<file path="config.mk">
export PLATFORM = sky130hd
export DESIGN_NAME = clock_frequency_divider
export DESIGN_NICKNAME = d
export VERILOG_FILES = /design/src/rtl/clkdiv_pkg.sv /design/src/rtl/clkdiv_counter.sv /design/src/rtl/clock_frequency_divider.sv
export SDC_FILE = /design/constraint.sdc
export NUM_CORES = 1
export LEC_CHECK = 0
export ABC_CLOCK_PERIOD_IN_PS = 2350
export CAP_MARGIN = 20
export CORE_AREA = 2 2 47 49
export DETAILED_ROUTE_END_ITERATION = 10
export DIE_AREA = 0 0 49 51
export PLACE_DENSITY = 0.73
export SYNTH_ARGS = -nofsm -noshare
export SYNTH_HDL_FRONTEND = slang
export SYNTH_SLANG_ARGS = --single-unit
</file>
<file path="constraint.sdc">
create_clock -name InClock -period 2.35 [get_ports InClock]
set_input_delay 0.235 -clock InClock [delete_from_list [all_inputs] [get_ports InClock]]
set_output_delay 0.235 -clock InClock [all_outputs]
set_load 0.005 [all_outputs]
</file>
<file path="src/rtl/clkdiv_pkg.sv">
// Shared divider arithmetic for clock_frequency_divider and any module
// that needs to predict its tick timing.
package clkdiv_pkg;

  function automatic int calc_half_period(input int inHz, input int outHz);
    int half;
    half = (outHz > 0) ? inHz / (2 * outHz) : 1;
    return (half < 1) ? 1 : half;
  endfunction

  function automatic int calc_cnt_w(input int half);
    int w;
    w = $clog2(half);
    return (w < 1) ? 1 : w;
  endfunction

endpackage

</file>
<file path="src/rtl/clkdiv_counter.sv">
// Modulo-N up-counter with terminal-count flag; wraps explicitly at N-1.
module clkdiv_counter
  import clkdiv_pkg::*;
#(
  parameter int MODULUS = 5,
  parameter int CNT_W   = 3
) (
  input  logic InClock,
  input  logic resetApp,
  output logic terminal
);

  localparam logic [CNT_W-1:0] LAST = CNT_W'(MODULUS - 1);

  logic [CNT_W-1:0] count;

  assign terminal = (count == LAST);

  always_ff @(posedge InClock or posedge resetApp) begin
    if (resetApp) begin
      count <= '0;
    end else if (terminal) begin
      count <= '0;
    end else begin
      count <= count + CNT_W'(1);
    end
  end

endmodule

</file>
<file path="src/rtl/clock_frequency_divider.sv">
// 50%-duty clock divider. Define CLKDIV_TICK_EN to add a one-cycle
// InClock-domain Tick coincident with each OutClock rise.
module clock_frequency_divider
  import clkdiv_pkg::*;
#(
  parameter int INPUT_FREQUENCY  = 50_000_000,
  parameter int OUTPUT_FREQUENCY = 10
) (
  input  logic InClock,
  input  logic resetApp,
  output logic OutClock
`ifdef CLKDIV_TICK_EN
  ,
  output logic Tick
`endif
);

  localparam int HALF_PERIOD =
    calc_half_period(INPUT_FREQUENCY, OUTPUT_FREQUENCY);
  localparam int CNT_W = calc_cnt_w(HALF_PERIOD);

  if (OUTPUT_FREQUENCY <= 0) begin : gBadOut
    $error("OUTPUT_FREQUENCY must be positive");
  end
  if (INPUT_FREQUENCY <= 0) begin : gBadIn
    $error("INPUT_FREQUENCY must be positive");
  end
  if (2 * OUTPUT_FREQUENCY > INPUT_FREQUENCY) begin : gBadRatio
    $error("OUTPUT_FREQUENCY exceeds INPUT_FREQUENCY/2");
  end

  logic terminal;

  clkdiv_counter #(
    .MODULUS (HALF_PERIOD),
    .CNT_W   (CNT_W)
  ) uCounter (
    .InClock  (InClock),
    .resetApp (resetApp),
    .terminal (terminal)
  );

  always_ff @(posedge InClock or posedge resetApp) begin
    if (resetApp) begin
      OutClock <= 1'b0;
    end else if (terminal) begin
      OutClock <= ~OutClock;
    end
  end

`ifdef CLKDIV_TICK_EN
  // High on the same edge that takes OutClock 0->1
  always_ff @(posedge InClock or posedge resetApp) begin
    if (resetApp) begin
      Tick <= 1'b0;
    end else begin
      Tick <= terminal & ~OutClock;
    end
  end
`endif

endmodule

</file>
; After elaboration in Yosys (flattened, before gate mapping)
; Index checks and enable logic that the tools add are counted.
[totals]
output_inout_bits = 1
ff_bits = 23
[classes]
bitwise_logic = 1
addsub = 1
eq_ne = 1
n_mux = 1
[op_table]
columns = cell, count
row1 = "22-bit by 1-bit adder with 22-bit output, second input constant", 1
row2 = "22-bit equality test, second input constant", 1
row3 = 22-bit two-way mux, 1
row4 = 1-bit inverter, 1

; Depth between registers and ports, before layout
[depth]
ltp_word = 2
mapped_depth = 5

; Modules after synthesis
; A second synthesis with hierarchy kept.
[hier_totals]
hier_cells = 104
area_unflattened_um2 = 1097.3
[modules_own_cells]
columns = module, n_inst, area_per_inst_um2, cells_per_inst
row1 = clkdiv_counter, 1, 1059.8, 101
row2 = clock_frequency_divider, 1, 37.5, 3

; Worst setup path after synthesis
; Ideal clock, no wire load.
[synth_timing]
kind = flip-flop to flip-flop
start = register uCounter.count[5]
end = register uCounter.count[17]
slack_ns = 0.684
arrival_time_ns = 1.593
n_path_buf = 1
stages_incl_launch_ff = 6
period_less_slack_ns = 1.666
path_cell_list = dfrtp_1 -> nand2_2 -> or3_4 -> buf_6 -> or4_4 -> a21oi_2
[synth_between]
elab_chain_cells = 2
elab_cells_between_ends = 3
classes_between = add/sub (1) / eq/ne (1) / mux (1)
[synth_lines]
columns = element, line_no
row1 = from (decl), clkdiv_counter.sv:15  ; logic [CNT_W-1:0] count;
row2 = from (signal assigned), clkdiv_counter.sv:25  ; count <= count + CNT_W'(1);
row3 = 22-bit by 1-bit adder with 22-bit output or 22-bit equality test (tied branches), "clkdiv_counter.sv:25, clkdiv_counter.sv:17"
row4 = 22-bit two-way mux *, clkdiv_counter.sv:22  ; end else if (terminal) begin
; Every way passes the cells marked *; elsewhere a longest branch is shown, timed or not.
; A chain may end at the register's enable or synchronous reset.

; Worst setup path in the final report
[layout_timing]
start = register uCounter.count[0]
end = register uCounter.count[20]
; Same word-level chain as after synthesis.

==> impl_metrics.toml <==
[run_status]
status = "complete, no violations"

[sta]
max_slew_margin_pct = 53.69
hold_viol_final = 0
rsz0062_at_grt = "false"
tightest_slew_ns = 0.6883
tns_ns = 0
finClkSkew_ns = 0.002379
layout_min_cycle_time_ns = 1.897
max_freq_mhz = 527.2
setup_viol = 0
maxSlewViolCount = 0
finalCritPeriodShare_pct = 80.72
whs_ns = 0.2407

[layout]
syn2layout_area_growth_pct = 7.667
diodes = 0
layout.nets = 117
fill_cells = 191
drive_gt1_share_pct = 11.50

[setup_path]
regToRegEndpoint = "uCounter.count[20]$_DFF_PP0_"
r2r_start = "uCounter.count[0]$_DFF_PP0_"
cp-start-kind = "flop"
r2r_slack_ns = 0.45
cp.required_ns = 2.57
reg2regPathDepth = 5
crit_path_end_kind = "flop"
cp_data_arrival_time_ns = 2.12
cp_max_fo = 6
critical_path_class = "reg2reg"

[routing]
firstDrtPassIters = 4
drc = 0
drt_iter0_markers = 12
antenna_left = 0
vias = 771
viasPerCell = 5.468
wl_per_cell_um = 13.96
wl_um = 1968

[yosys]
synth_mux_area_share_pct = 0
synth.largest_area_cell = "dfrtp_1"
yosys_warnings = 0
synth_top_area_share_pct = 51.86
synth.distinct_cells = 31
yosys-top-cells-area = "dfrtp_1 (52%), xnor2_1 (7.1%), xor2_1 (6.3%)"
synth-compound-area-share_pct = 4.622
ys_seq_area_share_pct = 51.86
synthArstFlopShare_pct = 100.0
synth-simple-area-share_pct = 25.48
syn_inst = 107
syn_area_um2 = 1110
synth_top_family_by_area = "simple AND/OR/NAND/NOR gates"
synthAdderAreaFrac_pct = 1.127
synth_edf_count = 0
postSynthAreaPerCell_um2 = 10.37
synth_xor_xnor_area_share_pct = 13.42
syn_nets = 110
ys_ff_latch = 23
synthFlopType = "dfrtp_1"

[grt]
grt_max_degree = 24
grt_util_all_layers_pct = 18.96
grt_overflow = 0
antenna_found_initial = 0
grt_pass1_vias = 808
grt_pass1_wl_um = 3498

[clock_tree]
clk_pin_slew_ns = 0.13
post-cts-setup-buffer-count = 0
cts_made_buffers = 3
holdBufCountCts = 0
root_buffer = "clkbuf_4"
cts_resized = 0
worstSkewPairLatency_ns = 0.32
cts_htree_levels = 1
cts_buffer_depth = 2
cts.sinks = 23
cts_tree = "yes"

[flow_run]
drv_cap = 0

[floorplan]
core_um2 = 2063
die-area_um2 = 2499
rows = 17
die_x_um = 49
initial_core_util_pct = 53.79
die_h_um = 51
ioPinCount = 3

[hold_path]
min_path_type = "in2async"

[power]
ir_drop_uv = 294.8
cellLeakagePower_nw = 0.5426
p_per_area_nw_per_um2 = 496.9

[placement]
hpwl_um = 1411
numPortBuffers = 2
globalplace.congestion = 0.8388
cell usage in the layout (no fill, tap or decap), drive strengths merged, types with 3 or more instances in the layout:
cell type | Yosys | layout
nand2 | 9 | 9
buf | 2 | 3
and3 | 3 | 3
or4 | 3 | 3
xnor2 | 9 | 9
clkbuf | 1 | 3
xor2 | 8 | 8
nor2 | 10 | 10
nand3 | 7 | 7
nor4 | 4 | 4
dfrtp | 23 | 23
nand4 | 3 | 3
inv | 5 | 5
a21oi | 4 | 4
nor3 | 3 | 3
kinds of logic after synthesis:
logic type,Yosys count
AND/OR/NAND/NOR,50
flip-flops,23
XOR/XNOR,17
AO/OA/AOI/OAI,8
buffers and inverters,8
adder cells (fa/ha/maj),1
power by group:
group | internal, mW | leakage, nW | switching, mW
Combinational | 0.00267 | 0.218 | 0.00764
Clock | 0.0638 | 0.0177 | 0.124
Sequential | 0.396 | 0.307 | 0
Total | 0.462 | 0.543 | 0.132
critical path: stages, from the launching register on:
cell	delay (ns)
dfrtp_1	0.40
ha_1	0.21
nand4_1	0.24
nor4_1	0.60
nand4_1	0.19
xnor2_1	0.16
synth_stat cells, drive strengths merged (3+ instances only):
cell type,instances
nand3,7
a21oi,4
nor2,10
and3,3
xnor2,9
nor4,4
nand2,9
dfrtp,23
inv,5
or4,3
nand4,3
xor2,8
nor3,3
layout make-up:
class	instances	area [um2]	share of cell area [%]
multi-input combinational	76	495.5	41.47
tap	28	35.03	2.932
sequential	23	575.6	48.17
clock inverter	1	5.005	0.4188
timing repair buffer	5	42.54	3.560
clock buffer	3	22.52	1.885
inverter	5	18.77	1.571
per-stage QoR:
step                      power (mW)  cell area, um2  setup slack, ns  util (%)  instances
after global routing          0.6154            1195           0.2494     57.91        141
after global placement        0.4140            1167           0.5335     56.58        137
final                         0.5937            1195           0.4531     57.91        141
after CTS                     0.5960            1195           0.4398     57.91        141
after detailed placement      0.4143            1167           0.4588     56.58        137
after floorplan               0.4092            1110           0.6840         -        107
per-layer routing:
| metal | vias up | track usage (%) | share of wire (%) |
|---|---|---|---|
| li1 | 382 | - | - |
| met1 | 372 | 25.24 | 46 |
| met2 | 12 | 29.68 | 49 |
| met3 | 5 | 3.509 | 2.7 |
| met4 | 0 | 10.00 | 2.2 |
| met5 | - | 0 | 0 |
worst max-delay path by stage:
stage	slack [ns]	end	start	cells past startpoint
final	0.45	uCounter.count[20]$_DFF_PP0_	uCounter.count[0]$_DFF_PP0_	5
after global routing	0.25	uCounter.count[20]$_DFF_PP0_	uCounter.count[0]$_DFF_PP0_	5
after CTS	0.44	uCounter.count[20]$_DFF_PP0_	uCounter.count[0]$_DFF_PP0_	5
after detailed placement	0.46	uCounter.count[20]$_DFF_PP0_	uCounter.count[0]$_DFF_PP0_	5
after global placement	0.53	uCounter.count[20]$_DFF_PP0_	uCounter.count[0]$_DFF_PP0_	5
after floorplan	0.68	uCounter.count[17]$_DFF_PP0_	uCounter.count[5]$_DFF_PP0_	5
flip-flops by register name, indices dropped and copies added, names as in the netlist:
register,cells
uCounter.count,22
OutClock,1
(Power assumes the default switching activity.)
